### config.mk
export PLATFORM = sky130hd
export DESIGN_NAME = imem_line_loader_flat
export DESIGN_NICKNAME = d
export VERILOG_FILES = /design/src/rtl/imem_line_loader_if.sv /design/src/rtl/imem_line_loader.sv /design/src/flat_wrapper.sv
export SDC_FILE = /design/constraint.sdc
export NUM_CORES = 1
export LEC_CHECK = 0
export CAP_MARGIN = 25
export CELL_PAD_IN_SITES_DETAIL_PLACEMENT = 0
export CELL_PAD_IN_SITES_GLOBAL_PLACEMENT = 2
export CORE_MARGIN = 2
export CORE_UTILIZATION = 25
export DETAILED_ROUTE_END_ITERATION = 8
export PLACE_DENSITY = 0.61
export SLEW_MARGIN = 5
export SYNTH_ARGS = -nofsm -noshare
export SYNTH_HDL_FRONTEND = slang
export SYNTH_SLANG_ARGS = --single-unit
### constraint.sdc
create_clock -name clock -period 3.52 [get_ports clock]
set_input_delay 0.352 -clock clock [delete_from_list [all_inputs] [get_ports clock]]
set_output_delay 0.352 -clock clock [all_outputs]
set_load 0.02 [all_outputs]
### src/rtl/imem_line_loader_if.sv
// Word stream into the line loader and the SRAM write port it drives.
// The loader takes the slave side; the word source and the memory take the master side.
interface imem_line_loader_if #(
    parameter int WORD_W         = 32,
    parameter int WORDS_PER_LINE = 6,
    parameter int ADDR_W         = 8
);
    localparam int LINE_W = WORD_W * WORDS_PER_LINE;

    logic              in_valid;
    logic              in_ready;
    logic [WORD_W-1:0] in_data;
    logic              WE;
    logic [ADDR_W-1:0] WriteAddress;
    logic [LINE_W-1:0] WriteBus;

    modport slave (
        input  in_valid, in_data,
        output in_ready, WE, WriteAddress, WriteBus
    );

    modport master (
        output in_valid, in_data,
        input  in_ready, WE, WriteAddress, WriteBus
    );
endinterface

### src/rtl/imem_line_loader.sv
// Packs WORDS_PER_LINE instruction words into one SRAM line and writes the lines
// to consecutive addresses starting at base_addr. The address counter wraps modulo the depth.
module imem_line_loader #(
    parameter int WORD_W         = 32,
    parameter int WORDS_PER_LINE = 6,
    parameter int ADDR_W         = 8
) (
    input  logic              clock,
    input  logic              reset,
    input  logic              start,
    input  logic [ADDR_W-1:0] base_addr,
    input  logic [ADDR_W:0]   num_lines,
    imem_line_loader_if.slave bus,
    output logic              busy,
    output logic              done
);
    localparam int LINE_W = WORD_W * WORDS_PER_LINE;
    localparam int IDX_W  = (WORDS_PER_LINE > 1) ? $clog2(WORDS_PER_LINE) : 1;
    localparam logic [IDX_W-1:0] LAST_IDX = IDX_W'(WORDS_PER_LINE - 1);

    typedef enum logic [1:0] {IDLE, FILL, WRITE, FINISH} state_e;

    state_e            state_q, state_d;
    logic [ADDR_W-1:0] addr_q, addr_d;
    logic [ADDR_W:0]   remain_q, remain_d;
    logic [IDX_W-1:0]  idx_q, idx_d;
    logic [LINE_W-1:0] line_q, line_d;
    logic              we_q, we_d;
    logic [ADDR_W-1:0] waddr_q, waddr_d;
    logic [LINE_W-1:0] wbus_q, wbus_d;

    always_comb begin
        // NOTE: every variable gets a default before the case so no path leaves one unassigned (no latch).
        state_d  = state_q;
        addr_d   = addr_q;
        remain_d = remain_q;
        idx_d    = idx_q;
        line_d   = line_q;
        we_d     = 1'b0;
        waddr_d  = waddr_q;
        wbus_d   = wbus_q;

        case (state_q)
            IDLE: begin
                if (start) begin
                    addr_d   = base_addr;
                    remain_d = num_lines;
                    idx_d    = '0;
                    state_d  = (num_lines == '0) ? FINISH : FILL;
                end
            end
            FILL: begin
                if (bus.in_valid) begin
                    line_d[idx_q*WORD_W +: WORD_W] = bus.in_data;
                    if (idx_q == LAST_IDX) begin
                        // Output registers load with the finished line so WE, address and data align.
                        we_d    = 1'b1;
                        waddr_d = addr_q;
                        wbus_d  = line_d;
                        state_d = WRITE;
                    end else begin
                        idx_d = idx_q + 1'b1;
                    end
                end
            end
            WRITE: begin
                addr_d   = addr_q + 1'b1;
                remain_d = remain_q - 1'b1;
                idx_d    = '0;
                state_d  = (remain_q == (ADDR_W+1)'(1)) ? FINISH : FILL;
            end
            FINISH: state_d = IDLE;
            default: state_d = IDLE;
        endcase
    end

    always_ff @(posedge clock) begin
        // NOTE: sequential state uses non-blocking assignments so all registers update together.
        if (reset) begin
            state_q  <= IDLE;
            addr_q   <= '0;
            remain_q <= '0;
            idx_q    <= '0;
            line_q   <= '0;
            we_q     <= 1'b0;
            waddr_q  <= '0;
            wbus_q   <= '0;
        end else begin
            state_q  <= state_d;
            addr_q   <= addr_d;
            remain_q <= remain_d;
            idx_q    <= idx_d;
            line_q   <= line_d;
            we_q     <= we_d;
            waddr_q  <= waddr_d;
            wbus_q   <= wbus_d;
        end
    end

    assign bus.in_ready     = (state_q == FILL);
    assign bus.WE           = we_q;
    assign bus.WriteAddress = waddr_q;
    assign bus.WriteBus     = wbus_q;
    assign busy             = (state_q != IDLE);
    assign done             = (state_q == FINISH);
endmodule
### src/flat_wrapper.sv
// flat-port wrapper written by rule: the top's interface ports become plain ports
module imem_line_loader_flat 
#(
    parameter int WORD_W         = 32,
    parameter int WORDS_PER_LINE = 6,
    parameter int ADDR_W         = 8
)
  (clock, reset, start, base_addr, num_lines, busy, done, bus_in_valid, bus_in_data, bus_in_ready, bus_WE, bus_WriteAddress, bus_WriteBus);
  imem_line_loader_if #(.WORD_W(WORD_W), .WORDS_PER_LINE(WORDS_PER_LINE), .ADDR_W(ADDR_W)) bus_i ();
  input  logic clock;
  input  logic reset;
  input  logic start;
  input  logic [ADDR_W-1:0] base_addr;
  input  logic [ADDR_W:0] num_lines;
  output logic busy;
  output logic done;
  input wire logic [$bits(bus_i.in_valid)-1:0] bus_in_valid;
  input wire logic [$bits(bus_i.in_data)-1:0] bus_in_data;
  output wire logic [$bits(bus_i.in_ready)-1:0] bus_in_ready;
  output wire logic [$bits(bus_i.WE)-1:0] bus_WE;
  output wire logic [$bits(bus_i.WriteAddress)-1:0] bus_WriteAddress;
  output wire logic [$bits(bus_i.WriteBus)-1:0] bus_WriteBus;
  assign bus_i.in_valid = bus_in_valid;
  assign bus_i.in_data = bus_in_data;
  assign bus_in_ready = bus_i.in_ready;
  assign bus_WE = bus_i.WE;
  assign bus_WriteAddress = bus_i.WriteAddress;
  assign bus_WriteBus = bus_i.WriteBus;
  imem_line_loader #(.WORD_W(WORD_W), .WORDS_PER_LINE(WORDS_PER_LINE), .ADDR_W(ADDR_W)) u_core (.clock(clock), .reset(reset), .start(start), .base_addr(base_addr), .num_lines(num_lines), .bus(bus_i), .busy(busy), .done(done));
endmodule
==> key figures, run 1 <==
Synth
  • Cells after synthesis: ~2,100
  • Top cells by area, synth: dfxtp_1, nand2_1, mux2i_1, a21oi_1, a211oi_1
  • Avg Synthesized Cell Area: approximately 8.5 sq um
  • Synthesized area: roughly 17,000 sq um
  • Yosys top cell area share: a little under half
  • Post-synthesis sequential area ratio: 47.87%
  • EDFF count, synth: 0
  • Async set-reset flop share out of synthesis: 0%
  • Warnings from Yosys: 0
  • Count leader, synth: nand2_1
  • Commonest cells in the netlist: nand2_1, dfxtp_1, a21oi_1
  • Ys flop type: dfxtp_1
  • Mapped Nets: about 2,100
  • Synth Register Bits: between 400 and 500
  • Post-synthesis cell type count: 57
  • Most area-hungry cell type in the Yosys netlist: dfxtp_1

Floorplanning
  • Die area: between 70,000 and 80,000 sq um
  • Die height: 267.5 um
  • Row Count: 96
  • Ports: approximately 260
  • Core footprint: around 69,000 sq um
  • Die X: roughly 270 um
  • Initial core utilization: about 25%

Setup path
  • Crit. End Element: flop
  • CP max stage delay: between 0.6 and 0.7 ns
  • Buf+Inv Stages, Crit Path: 2
  • Critical path type: flop to flop
  • Critical path's top delay family: simple AND/OR/NAND/NOR gates
  • Critical Path Most Common Cell: ha_1
  • RR Startpoint: u_core.idx_q[0]
  • WP data required: 4.02 ns
  • Crit path launch type: flop
  • Crit path DAT: about 3.4 ns
  • CP Max Fanout: 32
  • CP max stage cell: and4bb_2
  • Critical path origin: u_core.idx_q[0]
  • CP cell instances: inv_1 > ha_1 > ha_1 > and4bb_2 > and2_1 > buf_4 > nand2_1 > a21oi_1

Power and ir drop
  • Final Power: 10,850 uW
  • Lkg Pwr: just over 0.007 uW
  • PwrDens: 483.9 nW/um^2
  • Worst ir drop on vdd: 0.0003962 V

Global route
  • Met2 usage: about a quarter
  • Met3 GRT Util: under 10%
  • Largest net degree at the start of global routing: 123
  • GRT met1 Usage: 22.31%
  • GRT Max-Usage Layer: met2
  • Vias in the first global route: approximately 14,000
  • Initial antenna violation count: 0
  • First-pass GRT wire length: a little under 90,000 um
  • Total Routing Usage GR: between 10% and 20%
  • GR Overflow Total: 0

Timing
  • Worst Skew: 0.01080 ns
  • Fin Setup TNS: 0 ns
  • Final-report hold violation count: 0
  • RSZ-0062 raised after global routing: no
  • Post-route minimum period: approximately 2.9 ns
  • Slew @ Worst Pin: between 0.9 and 1 ns
  • Final period util: between 80 and 90%
  • # setup viols final: 0
  • Max-slew violation count: 0
  • F_max: roughly 0.34 GHz
  • Relative slew slack: 38.53%

Layout
  • Area grow syn2layout: 29.19%
  • N_diodes: 0
  • Layout cells sized above 1: roughly 7.5%
  • Nets@finish: 2,265

Routing
  • Final ANT Viol Nets: 0
  • Via count: between 10,000 and 15,000
  • Initial DRC Count: about 700
  • DRT Wirelength: between 50,000 and 60,000 um
  • WL per Instance: ~19 um
  • Number of vias per cell: approximately 4.6
  • Drt drc: 0
  • Detailed Routing Iterations Pass 1: 5

CTS
  • Clock-pin slew of the registers on the worst-case setup and hold paths: 0.06 ns
  • CTS tree: done
  • CTS Buffer Depth: 3
  • Htree depth: 2
  • Post-cts sizing count: 0
  • Root buf cell: clkbuf_16
  • Clock tree sinks: about 420
  • Worst skew pair latency: 0.59 ns
  • # hold bufs at CTS: 0
  • Post-CTS setup repair buffer count: 0
  • Total CTS buffers: 50

Worst hold path
  • HP Class: primary input to flop
  • Min-Delay Startpoint: reset

Placement
  • Buffers on Ports: about 260
  • DP HPWL: 39,710 um
  • Gp weighted congestion: 0.7679

Job
  • Max_cap viols: 0

Run status
  • Outcome: finished, final reports clean
[per-stage QoR]
| step | instances | setup WS, ns | util, % | instance area [sq um] | hold slack, ns |
|---|---|---|---|---|---|
| global placement | 3083 | 0.7392 | 30.20 | 20750 | 0.4408 |
| global route | 3175 | 0.3586 | 32.63 | 22420 | 0.2697 |
| floorplan | 2050 | 1.268 | - | 17350 | 0.4357 |
| finish | 3175 | 0.6214 | 32.63 | 22420 | 0.2839 |
| CTS | 3175 | 0.6166 | 32.63 | 22420 | 0.2449 |
| detailed placement | 3083 | 0.6387 | 30.20 | 20750 | 0.4456 |
[cell type report]
cell class	count	area, sq um
sequential	415	8308
fill	7231	46290
inverter	14	52.55
clock inverter	11	137.6
tap	931	1165
timing repair buffer	308	3146
clock buffer	81	1529
multi-input combinational	1415	8082
[path summary, 6_finish.rpt]
kind                         to  slack (ns)  cells after the start
min           u_core.line_q[17]        0.28                      2
max          u_core.line_q[113]        0.62                      8
min reg2reg  u_core.line_q[171]        0.45                      2
max reg2reg  u_core.line_q[113]        0.62                      8
[power by group]
part | internal, uW | switching, uW
logic | 262 | 537
clock network | 3170 | 2080
registers | 4740 | 48.4
total | 8180 | 2670
[flip-flops by register name, indices dropped and copies added (netlist names)]
register                 count
u_core.bus.WE                1
u_core.bus.WriteAddress      8
u_core.bus.WriteBus        192
u_core.idx_q                 3
u_core.line_q              192
u_core.state_q               2
u_core.addr_q                8
u_core.remain_q              9
[cells by family after synthesis]
| family | count (synthesis) | synth area share, % |
|---|---|---|
| compound gates | 453 | 17.28 |
| xor+xnor | 1 | 0.05048 |
| fa+ha+maj | 8 | 0.5768 |
| buf+inv | 220 | 5.761 |
| flops | 415 | 47.87 |
| mux | 162 | 9.344 |
| simple gates | 791 | 19.11 |
[metal layers]
metal | wire length (um) | part of all wire [%] | vias up
met5 | 0 | 0 | -
met1 | 28700 | 48 | 6952
met4 | 1408 | 2.4 | 0
li1 | - | - | 7346
met3 | 2399 | 4.0 | 79
met2 | 27400 | 46 | 276
[layout by cell type (no fill, tap or decap), drive strengths merged, types with 4 or more instances in the layout]
cell           netlist  routed
a21oi              218     218
nand2              448     448
a31oi                5       5
clkinv               0       7
clkdlybuf4s50        0     255
nand3b               4       4
nand2b               8       8
o21ai                7       7
nand3               43      43
or3                  4       4
and2                35      35
buf                 79      53
inv                 14      15
nor2b                8       8
or4                  4       4
clkbuf             127      81
dfxtp              415     415
mux2i              162     162
a211oi             163     163
o22a                 5       5
nor2               211     211
a311oi              32      32
nor3                 8       8
ha                   8       8
(Power assumes the default switching activity.)
==> run 2: changes to the inputs <==
PLACE_DENSITY = 0.63   (was 0.61)
clock period = 2.35 ns   (was 3.52 ns; I/O delays follow)
==> run 2 against run 1 <==
Critical path depth decreased by 1. Register-to-register slack got worse by 0.49 ns. Clock skew increased by 0.0064 ns. First-iteration DRC count increased by 12%. Flip-flop and latch count unchanged. Routed wire length increased by 3.4%. Sequential share of layout area decreased by 1.2 points. Combinational power increased by 71%. Critical path type unchanged. Largest cell class unchanged.
==> key figures, run 2 (synthesis gave the netlist of run 1 again) <==
Job
  • Max_cap viols: 0

Routing
  • WL met1: roughly 30,000 um
  • WL met2: ~27,000 um
  • Top Layer Used: met4
  • Met3 WL: just over 3000 um
  • Number of vias per cell: between 4 and 5
  • Via count: about 15,000
  • Detailed Routing Iterations Pass 1: 5
  • Initial DRC Count: 803
  • Drt drc: 0
  • WL per Instance: between 15 and 20 um
  • DRT Wirelength: a little over 60,000 um
  • Final ANT Viol Nets: 0

Timing
  • Slew @ Worst Pin: roughly 0.73 ns
  • # setup viols final: 0
  • Fin Setup TNS: 0 ns
  • Worst Skew: 0.01718 ns
  • Post-route minimum period: about 2.2 ns
  • Final-report hold violation count: 0
  • F_max: around 0.45 GHz
  • RSZ-0062 raised after global routing: no
  • Max-slew violation count: 0
  • Final period util: 94.25%
  • Relative slew slack: between 50% and 60%

Global route
  • Largest net degree at the start of global routing: 89
  • Total Routing Usage GR: around 17%
  • Vias in the first global route: roughly 14,000
  • Initial antenna violation count: 4
  • GR Overflow Total: 0
  • First-pass GRT wire length: ~93,000 um

Run status
  • Outcome: finished, final reports clean

Setup path
  • RR Startpoint: u_core.idx_q[0]
  • WP data required: between 2 and 3 ns
  • Critical path type: flop to flop
  • Crit path DAT: 2.68 ns
  • R2r setup slk: 0.14 ns
  • CP Max Fanout: 20
  • Critical path origin: u_core.idx_q[0]
  • R2r endpoint: u_core.bus.WriteBus[171]
  • Crit path launch type: flop
  • FF-to-FF path depth: 7
  • Crit. End Element: flop
  • Worst setup endpoint: u_core.bus.WriteBus[171]

Floorplanning
  • Die area: a little over 70,000 sq um
  • Ports: 257
  • Initial core utilization: between 20% and 30%
  • Die height: roughly 270 um
  • Die X: approximately 270 um
  • Row Count: 96
  • Core footprint: about 69,000 sq um

Layout
  • Area grow syn2layout: 33.66%
  • Fillers: approximately 7,200
  • Finished Cell Area: approximately 23,000 sq um
  • Most common cell after layout, fill and taps aside: nand2_1
  • Layout cells sized above 1: a little over a tenth
  • Nets@finish: between 2,000 and 2,500
  • Commonest cells after routing, fill and taps aside: nand2_1, dfxtp_1, clkdlybuf4s50_1

CTS
  • Clock-pin slew of the registers on the worst-case setup and hold paths: approximately 0.060 ns
  • Htree depth: 2
  • CTS tree: done
  • Total CTS buffers: 50
  • Clock tree sinks: between 400 and 500
  • # hold bufs at CTS: 0
  • CTS Buffer Depth: 3
  • Worst skew pair latency: approximately 0.6 ns
  • Root buf cell: clkbuf_16

Placement
  • Buffers on Ports: 256
  • DP HPWL: around 43,000 um
  • Cell Area, Placed: approximately 22,000 sq um
  • Gp weighted congestion: just under 0.8

Worst hold path
  • HP Class: primary input to flop

Power and ir drop
  • Worst ir drop on vdd: between 0.0004 and 0.0005 V
  • Lkg Pwr: 0.007636 uW
  • PwrDens: approximately 700 nW/um^2
run 2: cell count changes in the layout (fill, tap and decap cells not counted), sizes merged:
| cell | change |
|---|---|
| buf | +81 |
| clkinv | -3 |
| clkdlybuf4s50 | -1 |
| diode | +1 |
| inv | +1 |
| clkbuf | -6 |
| dlygate4sd2 | +1 |
| bufinv | -3 |
run 2: metal layers:
metal,vias up,global-route usage (%)
li1,7511,-
met1,7072,24.15
met2,313,26.54
met3,72,2.942
met4,0,4.620
met5,-,0
run 2: final cells by class:
cell class	instances	area, sq um	share of cell area (%)
Multi-Input combinational cell	1415	8112	34.97
Clock inverter	6	48.80	0.2104
Timing Repair Buffer	389	4050	17.46
Sequential cell	415	8309	35.82
Antenna cell	1	2.502	0.01079
Tap cell	931	1165	5.022
Clock buffer	75	1455	6.274
Inverter	14	52.55	0.2266
run 2: timing repair:
item | in CTS | in global routing
buffers inserted | 1 | 8
endpoints found under the hold margin | 0 | 0
gates resized for setup | 2 | 15
pin swaps | 1 | 2
endpoints found under the setup margin | 7 | 141
run 2: worst min path at each step:
stage	from	endpoint	slack, ns	cells after the start
3_5_place_dp	u_core.line_q[180]	u_core.line_q[180]	0.45	2
6_report	reset	u_core.bus.WE	0.16	2
2_1_floorplan	bus_in_data[12]	u_core.line_q[12]	0.37	2
3_3_place_gp	u_core.line_q[42]	u_core.line_q[42]	0.44	2
4_1_cts	reset	u_core.bus.WE	0.13	2
5_1_grt	reset	u_core.remain_q[0]	0.16	2
run 2: per-stage QoR:
step	setup slack, ns	utilization (%)	cells	hold WS [ns]	power (uW)
final	0.1351	33.76	3246	0.1643	15830
after global routing	0.004086	33.76	3245	0.1603	16500
after CTS	0.005784	33.60	3237	0.1317	16100
after detailed placement	0.02339	31.39	3155	0.4456	8683
after global placement	0.06576	31.39	3155	0.4407	8673
after floorplan	0.09814	-	2050	0.3710	8060
run 2: power breakdown:
part / leakage [uW] / switching (uW) / internal, uW
Clock: 0.000739 / 3070 / 4220
Sequential: 0.00335 / 67.1 / 7110
Combinational: 0.00355 / 864 / 501
Total: 0.00764 / 4000 / 11800
run 2: worst max-delay path, cell delays in order, from the launching register on:
cell      delay [ns]
dfxtp_1         0.33
inv_1           0.07
ha_1            0.23
ha_2            0.33
and4bb_2        0.35
buf_12          0.20
mux2i_1         0.44
a211oi_1        0.13
==> run 3: changes to the inputs <==
PLACE_DENSITY = 0.61   (was 0.63)
clock period = 2.57 ns   (was 2.35 ns; I/O delays follow)
==> run 3 against run 2 <==
Non-clock buffer count is 41 lower. Flip-flop and latch count did not move. Die area is the same. Count of clock-buffer cells in the layout up 9. Critical path depth did not move. Maximum frequency is 7.6% lower. Routed wire length rose by 0.74%. Sequential power down 8.6%. Final cell count fell by 1.0%. Global-route usage barely moved. Register-to-register slack gained 0.04 ns. Combinational power down 13%. Critical path type unchanged.
==> key figures, run 3 (synthesis gave the netlist of run 1 again) <==
Run status
  • Outcome: finished, final reports clean

Timing
  • Final-report hold violation count: 0
  • Post-route minimum period: 2.397 ns
  • Slew @ Worst Pin: between 0.8 and 0.9 ns
  • Relative slew slack: between 40% and 50%
  • Max-slew violation count: 0
  • F_max: about 0.42 GHz
  • Final period util: 93.28%
  • Final hold slack: approximately 0.14 ns
  • Worst Skew: around 0.013 ns
  • # setup viols final: 0
  • RSZ-0062 raised after global routing: no
  • Final WS setup: ~0.17 ns
  • Fin Setup TNS: 0 ns

Layout
  • Final core occ: approximately a third
  • Most common cell after layout, fill and taps aside: nand2_1
  • Fillers: between 7,000 and 8,000
  • Layout cells sized above 1: between 9 and 10%
  • Non-filler cells, final: around 3,200
  • Commonest cells after routing, fill and taps aside: nand2_1, dfxtp_1, clkdlybuf4s50_1
  • Nets@finish: between 2,000 and 2,500
  • N_diodes: 0
  • Area grow syn2layout: 31.75%

Global route
  • Initial antenna violation count: 2
  • Total Routing Usage GR: between 10% and 20%
  • Largest net degree at the start of global routing: roughly 110
  • First-pass GRT wire length: a little over 90,000 um
  • Vias in the first global route: roughly 14,000
  • GR Overflow Total: 0

CTS
  • Total CTS buffers: 49
  • Root buf cell: clkbuf_16
  • Htree depth: 2
  • Worst skew pair latency: between 0.5 and 0.6 ns
  • CTS tree: done
  • # hold bufs at CTS: 0
  • Post-CTS setup repair buffer count: 0
  • Post-cts sizing count: 0
  • Clock tree sinks: 415
  • Clock-pin slew of the registers on the worst-case setup and hold paths: approximately 0.060 ns
  • CTS Buffer Depth: 3

Floorplanning
  • Die area: 71,540 sq um
  • Ports: between 200 and 300
  • Die X: about 270 um
  • Row Count: 96
  • Core footprint: 68,710 sq um
  • Die height: around 270 um
  • Initial core utilization: around a quarter

Worst hold path
  • Min-Delay Startpoint: reset
  • Worst Hold Path EP: u_core.line_q[19]
  • HP Class: primary input to flop
  • Hold depth: 2

Setup path
  • RR Startpoint: u_core.idx_q[0]
  • FF-to-FF path depth: 7
  • R2r endpoint: u_core.bus.WriteBus[8]
  • CP Max Fanout: 22
  • CP max stage cell: nor4b_4
  • Critical Path Most Common Cell: ha_1
  • Crit path launch type: flop
  • Critical path's top delay family: adder cells
  • Buf+Inv Stages, Crit Path: 2
  • Critical path type: flop to flop
  • CP cell instances: inv_1 > ha_1 > ha_1 > nor4b_4 > buf_4 > nand3_1 > a311oi_1
  • Crit. End Element: flop
  • R2r setup slk: around 0.17 ns
  • Crit path DAT: ~2.9 ns
  • WP data required: a little over 3 ns
  • CP max stage delay: roughly 0.45 ns

Routing
  • Drt drc: 0
  • Number of vias per cell: ~4.6
  • Initial DRC Count: just over 800
  • DRT Wirelength: 62,390 um
  • Final ANT Viol Nets: 0
  • WL per Instance: 19.42 um
  • Via count: about 15,000
  • Detailed Routing Iterations Pass 1: 5

Power and ir drop
  • Worst ir drop on vdd: 0.0004690 V
  • Lkg Pwr: 0.007452 uW
  • PwrDens: 654.8 nW/um^2

Placement
  • Buffers on Ports: 256
  • Gp weighted congestion: 0.7551
  • DP HPWL: approximately 42,000 um
  • Pre-CTS WS: ~0.18 ns
  • DP Cell Count: between 3,000 and 4,000

Job
  • Max_cap viols: 0
-- run 3: worst max-delay path by stage --
stage	start	to	slack, ns	cells after the start
finish	u_core.idx_q[0]	u_core.bus.WriteBus[8]	0.17	7
global route	u_core.idx_q[1]	u_core.line_q[45]	0.06	7
CTS	u_core.state_q[0]	done	0.14	3
detailed placement	u_core.idx_q[0]	u_core.line_q[45]	0.18	7
global placement	u_core.idx_q[0]	u_core.line_q[46]	0.20	7
floorplan	u_core.idx_q[0]	u_core.line_q[66]	0.32	10
-- run 3: through the flow --
stage	area (sq um)	total power (uW)
after CTS	22860	15250
final	22860	14970
after global placement	21190	7883
after detailed placement	21190	7894
after global routing	22860	15600
after floorplan	17350	7370
-- run 3: power by group --
| group | total [uW] | internal, uW | leakage, uW | switching, uW |
|---|---|---|---|---|
| Sequential | 6550 | 6500 | 0.00335 | 59.5 |
| Combinational | 1190 | 409 | 0.00328 | 779 |
| Clock | 7230 | 4370 | 0.000826 | 2860 |
-- run 3: final cells by class --
cell class              instances  area (sq um)  area share (%)
clock buffers                  84          1590           6.955
repair buffers                348          3583           15.67
multi-input cells            1415          8082           35.35
flip-flops and latches        415          8308           36.34
well taps                     931          1165           5.095
inverters                      14         52.55          0.2298
clock inverters                 6         83.83          0.3666
-- run 3: metal layers --
metal,share of wire (%),routed length (um),up-vias,track usage (%)
met5,0.021,13,-,0
met3,4.0,2517,81,2.878
met4,2.0,1225,2,3.971
met1,49,30610,7110,24.09
li1,-,-,7445,-
met2,45,28030,285,26.80
